File: src/rtl/sdram_axi_pkg.sv
// Shared AXI constants, tester FSM states and the data pattern used by the
// SDRAM AXI traffic generator/checker.
package sdram_axi_pkg;

  localparam int AXI_ID_W   = 4;
  localparam int AXI_ADDR_W = 32;
  localparam int AXI_DATA_W = 32;
  localparam int AXI_LEN_W  = 8;

  localparam logic [1:0] AXI_BURST_INCR = 2'b01;
  localparam logic [1:0] AXI_RESP_OKAY  = 2'b00;
  localparam logic [2:0] AXI_SIZE_4B    = 3'b010;

  typedef enum logic [2:0] {
    IDLE,
    WR_AW,
    WR_W,
    WR_B,
    RD_AR,
    RD_R,
    DONE
  } tester_state_e;

  function automatic logic [AXI_DATA_W-1:0] axi_pattern(input logic [AXI_ADDR_W-1:0] addr,
                                                        input logic [AXI_DATA_W-1:0] mask);
    return addr ^ mask;
  endfunction

endpackage

File: src/rtl/sdram_tester_chk.sv
// Error accounting for the tester: saturating error counter and capture of
// the address of the first failing beat or write response.
module sdram_tester_chk
  import sdram_axi_pkg::*;
(
  input  logic                  clk,
  input  logic                  reset_n,
  input  logic                  clear,
  input  logic                  beat_valid,
  input  logic [AXI_DATA_W-1:0] exp_data,
  input  logic [AXI_DATA_W-1:0] act_data,
  input  logic [1:0]            resp,
  input  logic                  last_mismatch,
  input  logic [AXI_ADDR_W-1:0] err_addr,
  output logic [15:0]           err_count,
  output logic [AXI_ADDR_W-1:0] first_err_addr
);

  logic beat_err;

  assign beat_err = beat_valid &&
                    ((act_data != exp_data) || (resp != AXI_RESP_OKAY) || last_mismatch);

  always_ff @(posedge clk or negedge reset_n) begin
    if (!reset_n) begin
      err_count      <= '0;
      first_err_addr <= '0;
    end else if (clear) begin
      err_count      <= '0;
      first_err_addr <= '0;
    end else if (beat_err) begin
      // Only the very first error of a run is recorded.
      if (err_count == '0) first_err_addr <= err_addr;
      if (err_count != 16'hFFFF) err_count <= err_count + 16'd1;
    end
  end

endmodule

File: src/rtl/sdram_axi_tester.sv
// AXI4 master that writes an address-derived pattern over a region in INCR
// bursts, reads it back and reports pass/fail with error statistics.
module sdram_axi_tester
  import sdram_axi_pkg::*;
#(
  parameter logic [AXI_ADDR_W-1:0] BASE_ADDR  = 32'h0000_0000,
  parameter int unsigned           NUM_BURSTS = 256,
  parameter int unsigned           BURST_LEN  = 16,
  parameter logic [AXI_DATA_W-1:0] PAT_XOR    = 32'hA5A5_5A5A,
  parameter logic [AXI_ID_W-1:0]   AXI_ID     = 4'h0
) (
  input  logic                  clk,
  input  logic                  reset_n,
  input  logic                  start,
  output logic                  busy,
  output logic                  done,
  output logic                  pass,
  output logic [15:0]           err_count,
  output logic [AXI_ADDR_W-1:0] first_err_addr,
  output logic [AXI_ID_W-1:0]   awid,
  output logic [AXI_ADDR_W-1:0] awaddr,
  output logic [AXI_LEN_W-1:0]  awlen,
  output logic [2:0]            awsize,
  output logic [1:0]            awburst,
  output logic [2:0]            awprot,
  output logic                  awvalid,
  input  logic                  awready,
  output logic [AXI_DATA_W-1:0] wdata,
  output logic [3:0]            wstrb,
  output logic                  wlast,
  output logic                  wvalid,
  input  logic                  wready,
  input  logic [AXI_ID_W-1:0]   bid,
  input  logic [1:0]            bresp,
  input  logic                  bvalid,
  output logic                  bready,
  output logic [AXI_ID_W-1:0]   arid,
  output logic [AXI_ADDR_W-1:0] araddr,
  output logic [AXI_LEN_W-1:0]  arlen,
  output logic [2:0]            arsize,
  output logic [1:0]            arburst,
  output logic [2:0]            arprot,
  output logic                  arvalid,
  input  logic                  arready,
  input  logic [AXI_ID_W-1:0]   rid,
  input  logic [AXI_DATA_W-1:0] rdata,
  input  logic [1:0]            rresp,
  input  logic                  rlast,
  input  logic                  rvalid,
  output logic                  rready
);

  localparam logic [8:0]            LAST_BEAT   = 9'(BURST_LEN - 1);
  localparam logic [15:0]           LAST_BURST  = 16'(NUM_BURSTS - 1);
  localparam logic [AXI_ADDR_W-1:0] BURST_BYTES = AXI_ADDR_W'(4 * BURST_LEN);

  tester_state_e         state, state_nxt;
  logic [AXI_ADDR_W-1:0] burst_addr;
  logic [15:0]           burst_cnt;
  logic [8:0]            beat_cnt;
  logic [AXI_ADDR_W-1:0] beat_addr;
  logic [AXI_DATA_W-1:0] exp_data;
  logic                  is_last_beat, is_last_burst;
  logic                  start_ok, aw_hs, w_hs, b_hs, ar_hs, r_hs;
  logic                  unused_ids;

  assign unused_ids = ^{bid, rid};

  assign beat_addr     = burst_addr + {21'd0, beat_cnt, 2'b00};
  assign exp_data      = axi_pattern(beat_addr, PAT_XOR);
  assign is_last_beat  = (beat_cnt == LAST_BEAT);
  assign is_last_burst = (burst_cnt == LAST_BURST);

  assign start_ok = start && ((state == IDLE) || (state == DONE));
  assign aw_hs    = awvalid && awready;
  assign w_hs     = wvalid && wready;
  assign b_hs     = bready && bvalid;
  assign ar_hs    = arvalid && arready;
  assign r_hs     = rready && rvalid;

  assign awid    = AXI_ID;
  assign arid    = AXI_ID;
  assign awlen   = AXI_LEN_W'(BURST_LEN - 1);
  assign arlen   = AXI_LEN_W'(BURST_LEN - 1);
  assign awsize  = AXI_SIZE_4B;
  assign arsize  = AXI_SIZE_4B;
  assign awburst = AXI_BURST_INCR;
  assign arburst = AXI_BURST_INCR;
  assign awprot  = 3'b000;
  assign arprot  = 3'b000;
  assign wstrb   = 4'hF;
  assign awaddr  = burst_addr;
  assign araddr  = burst_addr;
  assign wdata   = exp_data;
  assign wlast   = is_last_beat;

  assign busy = (state != IDLE) && (state != DONE);
  assign done = (state == DONE);
  assign pass = done && (err_count == '0);

  // NOTE: sequential state uses non-blocking assignments so every register
  // samples pre-edge values regardless of block ordering.
  always_ff @(posedge clk or negedge reset_n) begin
    if (!reset_n) state <= IDLE;
    else          state <= state_nxt;
  end

  always_comb begin
    // NOTE: every output gets a default first so no path infers a latch.
    state_nxt = state;
    awvalid   = 1'b0;
    wvalid    = 1'b0;
    bready    = 1'b0;
    arvalid   = 1'b0;
    rready    = 1'b0;
    unique case (state)
      IDLE, DONE: if (start) state_nxt = WR_AW;
      WR_AW: begin
        awvalid = 1'b1;
        if (awready) state_nxt = WR_W;
      end
      WR_W: begin
        wvalid = 1'b1;
        if (wready && is_last_beat) state_nxt = WR_B;
      end
      WR_B: begin
        bready = 1'b1;
        if (bvalid) state_nxt = is_last_burst ? RD_AR : WR_AW;
      end
      RD_AR: begin
        arvalid = 1'b1;
        if (arready) state_nxt = RD_R;
      end
      RD_R: begin
        rready = 1'b1;
        if (rvalid && is_last_beat) state_nxt = is_last_burst ? DONE : RD_AR;
      end
      default: state_nxt = IDLE;
    endcase
  end

  always_ff @(posedge clk or negedge reset_n) begin
    if (!reset_n) begin
      burst_addr <= '0;
      burst_cnt  <= '0;
      beat_cnt   <= '0;
    end else begin
      if (start_ok) begin
        burst_addr <= BASE_ADDR;
        burst_cnt  <= '0;
        beat_cnt   <= '0;
      end
      if (aw_hs || ar_hs) beat_cnt <= '0;
      if (w_hs || r_hs)   beat_cnt <= beat_cnt + 9'd1;
      // The read burst ends on its counted last beat, independent of rlast.
      if (b_hs || (r_hs && is_last_beat)) begin
        if (is_last_burst) begin
          burst_addr <= BASE_ADDR;
          burst_cnt  <= '0;
        end else begin
          burst_addr <= burst_addr + BURST_BYTES;
          burst_cnt  <= burst_cnt + 16'd1;
        end
      end
    end
  end

  sdram_tester_chk u_chk (
    .clk            (clk),
    .reset_n        (reset_n),
    .clear          (start_ok),
    .beat_valid     (b_hs || r_hs),
    .exp_data       (exp_data),
    .act_data       (r_hs ? rdata : exp_data),
    .resp           (r_hs ? rresp : bresp),
    .last_mismatch  (r_hs && (rlast != is_last_beat)),
    .err_addr       (r_hs ? beat_addr : burst_addr),
    .err_count      (err_count),
    .first_err_addr (first_err_addr)
  );

endmodule

File: config.mk
export PLATFORM = sky130hd
export DESIGN_NAME = sdram_axi_tester
export DESIGN_NICKNAME = d
export VERILOG_FILES = /design/src/rtl/sdram_axi_pkg.sv /design/src/rtl/sdram_tester_chk.sv /design/src/rtl/sdram_axi_tester.sv
export SDC_FILE = /design/constraint.sdc
export NUM_CORES = 1
export LEC_CHECK = 0
export ABC_AREA = 1
export BUFFER_PORTS_ARGS = -buffer_cell sky130_fd_sc_hd__buf_2
export CAP_MARGIN = 20
export CORE_ASPECT_RATIO = 1.5
export CORE_UTILIZATION = 29
export CTS_BUF_LIST = sky130_fd_sc_hd__clkbuf_4
export CTS_CLUSTER_DIAMETER = 120
export DETAILED_ROUTE_END_ITERATION = 8
export GPL_TIMING_DRIVEN = 0
export SYNTH_ARGS = -nofsm -noshare
export SYNTH_HDL_FRONTEND = slang
export SYNTH_SLANG_ARGS = --single-unit
File: constraint.sdc
create_clock -name clk -period 4.7 [get_ports clk]
set_clock_uncertainty 0.15 [all_clocks]
set_input_delay 0.94 -clock clk [delete_from_list [all_inputs] [get_ports clk]]
set_output_delay 0.94 -clock clk [all_outputs]
set_load 0.05 [all_outputs]
# Word level (Yosys, flattened, before mapping)
# Index checks and enable logic that the tools add are counted.
# Widths: inputs -> output; s select.
[word_totals] wordCells=95 output_inout_bits=197 input_bits=53 ff_bits=108
[classes] n_reduce_logical=33 mux=32 n_eq_ne=18 bitwise_logic=1 addsub=5
[ops] cell="$mux 32" count=8
[ops] cell="$mux 16" count=6
[ops] cell="$add 16x1->16 const B" count=2
[ops] cell="$add 32x11->32" count=1
[ops] cell="$add 32x7->32 const B" count=1
[ops] cell="$ne 32x32->1" count=1
[ops] cell="$mux 9" count=3
[ops] cell="$mux 3" count=7
[ops] cell="$pmux 3 s6" count=1
[ops] cell="$eq 16x8->1 const B" count=1
[ops] cell="$logic_not 16->1" count=1
[ops] cell="$ne 16x16->1 const B" count=1
[ops] cell="$not 16->16" count=1
[ops] cell="$logic_and 1x1->1" count=13
[ops] cell="$ne 2x2->1 const B" count=6
[ops] cell="$reduce_bool 2->1" count=5
[ops] cell="$add 9x1->9 const B" count=1
[ops] cell="$eq 3x3->1 const B" count=3
[ops] cell="$eq 9x4->1 const B" count=1
[ops] cell="$logic_or 1x1->1" count=7
[ops] cell="$eq 3x2->1 const B" count=2
[ops] cell="$reduce_and 6->1" count=1
[ops] cell="$reduce_bool 3->1" count=2
[ops] cell="$mux 1" count=5
[ops] cell="other kinds (7)" count=9

# Longest topological paths before layout
[logic_depth] ltp_word=10 depth_mapped=22 mapped_depth_nobuf=20

# Hierarchy
# From an unflattened synthesis, not the netlist that was laid out.
[unflattened] cells_unflattened=1399 hier_area_um2=8730.9
[modules_own_cells] module="sdram_axi_tester" area_per_inst_um2=5645.4 n_inst=1 cells_each=946 seq_area_each_um2=1351.3
[modules_own_cells] module="sdram_tester_chk" area_per_inst_um2=3085.5 n_inst=1 cells_each=453 seq_area_each_um2=1201.2

# Worst setup path after synthesis
# Ideal clock, no wire load.
[synth_path] path_type="register to register" from="reg beat_cnt[0]" to="reg burst_cnt[14]" arrival_time_ns=3.430 setup_time_ns=0.123 required_ns=4.427 synth_period_minus_slack_ns=3.703 slack_ns=0.997 stages_incl_launch_ff=15 path_buffers=0 path_cell_list="dfrtp_1 ha_1 nand2_1 inv_1 nand2_1 nor4_1 nand2_1 nand2_1 inv_1 nand2_1 nand2_1 nor3b_1 nand2_1 o21ai_0 a21oi_1"
[synth_between] elab_chain_cells=4 word_cells_on_any_way=5 cone_classes="1 x eq/ne; 1 x mux; 3 x reduce/logical"
[synth_lines] element="start: declaration" line_no="sdram_axi_tester.sv:60" source="logic [8:0] beat_cnt;"
[synth_lines] element="start signal: assignment" line_no="sdram_axi_tester.sv:154" source="if (w_hs || r_hs) beat_cnt <= beat_cnt + 9'd1;"
[synth_lines] element="$eq 9x4->1 *" line_no="sdram_axi_tester.sv:71" source="assign is_last_beat = (beat_cnt == LAST_BEAT);"
[synth_lines] element="named net wlast" line_no="sdram_axi_tester.sv:30" source="output logic wlast,"
[synth_lines] element="$logic_and 1x1->1 *" line_no="sdram_axi_tester.sv:156" source="if (b_hs || (r_hs && is_last_beat)) begin"
[synth_lines] element="$logic_or 1x1->1 *" line_no="sdram_axi_tester.sv:156"
[synth_lines] element="$mux 16 or $reduce_bool 2->1 (tied branches)"
[synth_lines] element="end signal: assignment" line_no="sdram_axi_tester.sv:162" source="burst_cnt <= burst_cnt + 16'd1;"
[synth_lines] element="end: declaration" line_no="sdram_axi_tester.sv:59" source="logic [15:0] burst_cnt;"
# The timed path passes the listed nets; every way through them passes the cells marked *.
# A chain may end at the register's enable or synchronous reset.

# Worst setup path in the final report
[layout_path] from="reg burst_addr[7], in the netlist araddr[7]" to="out wdata[26]"
[layout_between] elab_chain_cells=2
[layout_lines] element="start: declaration" line_no="sdram_axi_tester.sv:58" source="logic [AXI_ADDR_W-1:0] burst_addr;"
[layout_lines] element="start signal: assignment" line_no="sdram_axi_tester.sv:161" source="burst_addr <= burst_addr + BURST_BYTES;"
[layout_lines] element="$add 32x11->32" line_no="sdram_axi_tester.sv:69" source="assign beat_addr = burst_addr + {21'd0, beat_cnt, 2'b00};"
[layout_lines] element="$not 16->16 (no source line)"
[layout_lines] element="end: declaration" line_no="sdram_axi_tester.sv:28" source="output logic [AXI_DATA_W-1:0] wdata,"
# Every way passes these cells.

==> summary.txt <==
Floorplan
  – Width of the die: roughly 140 um
  – Boundary Pins: 250
  – Core Area: around 26000 um^2
  – Die H: around 200 um
  – Initial Util: slightly below 30%
  – Die footprint: approximately 28000 um^2
  – Row cnt: 73

STA
  – Slew Viols, Final: 0
  – Worst slew pin tran: between 0.8 and 0.9 ns
  – Setup TNS: 0 ns
  – Final number of hold-violating endpoints: 0
  – RSZ-0062 raised after global routing: no
  – Final Cycle Share: between 80% and 90%
  – Tmin final: ~3.9 ns
  – Relative slew slack: 41.3%
  – Endpoints failing setup: 0
  – Final hold slack: around 0.31 ns
  – Fmax: around 0.25 GHz

Global route
  – Vias in the first global route: between 7000 and 8000
  – Pin count of the biggest net entering global routing: 56
  – First-pass GRT wire length: approximately 42000 um
  – GRT Overall Usage: approximately a fifth
  – Total grt overflow: 0
  – Initial antenna violation count: 3

Power
  – Switch share: between 40% and 50%
  – Combinational Power Share: 45.9%
  – Maximum vdd ir drop: between 0.2 and 0.25 mV
  – PnR Total Power: about 3 mW
  – PwrDens: around 320 nW/um^2
  – Sw power: about 1.5 mW
  – Sequential share of power: 34.6%
  – Pleak: approximately 5.4 nW
  – Int Power: roughly 1.6 mW
  – Clock power share: 19.5%

Clock network
  – Post-CTS setup buffers: 0
  – H-tree levels: 3
  – CTS Buffer Depth: 2
  – CTS clk-pin slew, worst paths: 0.16 ns
  – CTS Buf Count: 9
  – CTS tree: yes
  – Clock Root Buffer: clkbuf_4
  – Clk_lat worst skew: roughly 0.52 ns
  – Hold_buf cts: 0
  – CTS sink cnt: roughly 100
  – Post-CTS sizing: 0

Worst setup path
  – Top delay family on crit path: simple AND/OR/NAND/NOR gates
  – Cell Chain, Critical Path: ha_1 > nand2_1 > nand2_1 > nand2_1 > nand2_1 > nand2_1 > nand2_1 > nand2_1 > nand2_1 > nand2_1 > inv_1 > buf_2
  – Worst EP arrival: around 2.9 ns
  – CP max FO: 6
  – Kind of end point of the critical path: output pin
  – Critical Path Stages: 12
  – Buf/Inv on CP: 2
  – Crit path required time: 3.61 ns
  – Worst stage delay on the critical path: between 0.5 and 0.6 ns
  – Most frequent CP cell: nand2_1
  – Worst R2R Path Depth: 17
  – Crit-path slowest cell: dfrtp_1
  – CP Class: flop to output pin
  – Startpoint Class: flop

Place
  – Dpl hpwl: approximately 22000 um
  – Placer Congestion: slightly above 0.9
  – Port-buffer cells: between 150 and 200
  – DP Cell Count: 1745

Cells and area
  – NumNets Final: 1483
  – Syn-to-layout area delta: 22.6%
  – Final core utilization: a little over a third
  – Post-Layout Cell Count: approximately 1800
  – Layout cell share with drive strength beyond 1: 22.5%

Detailed routing
  – Number of routed nets with antenna violations: 0
  – Number of vias per cell: between 4 and 5
  – Pre-Repair DR Iteration Count: 7
  – Final wirelength: roughly 27000 um
  – DRC: 0
  – Starting DRT DRC Count: about 420
  – Total number of vias: about 8200
  – Routed WL per cell: between 15 and 20 um

Flow run
  – Max Cap Viol: 0

Logic synthesis
  – Most frequent cell after synthesis: nand2_1
  – Gate Count Post-Synth: 1168
  – Area of the mapped netlist: around 8000 um^2
  – Top_reg_cell synth: dfrtp_1
  – Synth area leaders: dfrtp_1 (32%), nand2_1 (16%), buf_4 (8.3%)
  – Dominant cell type by area after synthesis: dfrtp_1
  – Synthesis Warnings: 0
  – Register area share after synthesis: between 30% and 40%
  – Post-synth top cells: nand2_1 (330), inv_1 (157), nand3_1 (113)
  – Post-synth top area share: 32.3%
  – Yosys reg bits: roughly 100
  – Number of flops mapped to enable cells by yosys: 0
  – Post-Syn Area per Cell: between 6 and 7 um^2
  – Asr flop ratio synth: between 90% and 100%
  – Synth cell types: 48

Run status
  – Outcome: complete, no violations

Hold path
  – Hold Crit Class: primary input to asynchronous set/reset pin
[logic make-up (layout without fill, tap and decap cells)]
logic type / after synthesis / count (layout) / share of synthesized area [%]
other: 2 / 60 / 0.0961
xor gates and xnor gates: 32 / 32 / 3.59
adders and majority gates: 11 / 11 / 1.76
and+or+nand+nor: 629 / 629 / 35.3
DFF: 101 / 101 / 32.3
buffers and inverters: 276 / 476 / 17.7
AOI/OAI and AO/OA: 117 / 117 / 9.23
[area by class of cell]
cell class / instances / area [um^2]
inverters: 161 / 604
plain buffers: 115 / 779
well taps: 337 / 422
flip-flops and latches: 101 / 2530
multi-input cells: 847 / 4120
diodes: 2 / 5.00
fillers: 2893 / 16900
clock inverters: 7 / 120
clock buffers: 9 / 67.6
repair buffers: 184 / 946
[worst reg2reg max path, delay by kind of cell (launching register included)]
| kind | cells | cell delay, ns |
|---|---|---|
| buf+inv | 2 | 0.31 |
| simple gates | 14 | 2.13 |
| fa+ha+maj | 1 | 0.39 |
| flops | 1 | 0.52 |
[stage by stage]
stage          cell area, um^2  setup slack [ns]
2_1_floorplan             8030             0.997
3_3_place_gp              9370             0.825
3_5_place_dp              9400             0.836
4_1_cts                   9580             0.736
5_1_grt                   9590             0.621
6_report                  9590             0.763
[registers in the layout, indices dropped and copies added, names as in the netlist]
signal and flops:
beat_cnt 9, u_chk.err_count 16, u_chk.first_err_addr 31, araddr 26, burst_cnt 16, state 3
[power by group through the flow]
| stage | combinational, mW | clock, mW | sequential (mW) |
|---|---|---|---|
| 2_1_floorplan | 0.839 | 0 | 1.28 |
| 3_3_place_gp | 1.41 | 0 | 1.09 |
| 3_5_place_dp | 1.43 | 0 | 1.09 |
| 4_1_cts | 1.43 | 0.619 | 1.07 |
| 5_1_grt | 1.54 | 0.643 | 1.09 |
| 6_report | 1.42 | 0.601 | 1.07 |
[final timing paths]
| kind | startpoint | endpoint | slack, ns |
|---|---|---|---|
| min in group clk | u_chk.first_err_addr[14]$_DFFE_PN0P_ | u_chk.first_err_addr[14]$_DFFE_PN0P_ | 0.37 |
| max | araddr[7]$_DFFE_PN0P_ | wdata[26] | 0.76 |
| min | reset_n | u_chk.first_err_addr[20]$_DFFE_PN0P_ | 0.31 |
| min reg2reg | u_chk.first_err_addr[14]$_DFFE_PN0P_ | u_chk.first_err_addr[14]$_DFFE_PN0P_ | 0.37 |
| max reg2reg | araddr[7]$_DFFE_PN0P_ | u_chk.err_count[7]$_DFFE_PN0P_ | 1.14 |
| max in group asynchronous | reset_n | araddr[10]$_DFFE_PN0P_ | 3.39 |
[cells in the final DEF, fill, tap and decap left out, types with 4 or more instances in the layout]
cell type	count
a211oi_1	4
a21oi_1	26
a31oi_1	4
buf_2	190
buf_4	87
clkbuf_1	16
clkbuf_4	9
conb_1	58
dfrtp_1	101
ha_1	11
inv_1	157
nand2_1	330
nand2_2	5
nand3_1	113
nand3_2	6
nand3b_1	14
nand4_1	11
nor2_1	100
nor2_2	6
nor3_1	22
nor4_1	9
o211ai_1	14
o21ai_0	31
o22ai_1	24
o32ai_1	4
xnor2_1	6
xor2_1	26
[metal layers]
layer	global-route usage, %	vias to the layer above	wire length (um)
met5	0	-	14
met1	21.8	3757	10500
met4	11.2	2	1330
li1	-	4113	-
met2	35.9	250	13900
met3	2.27	74	1090
Note: power is estimated with default switching activity, not from simulation.
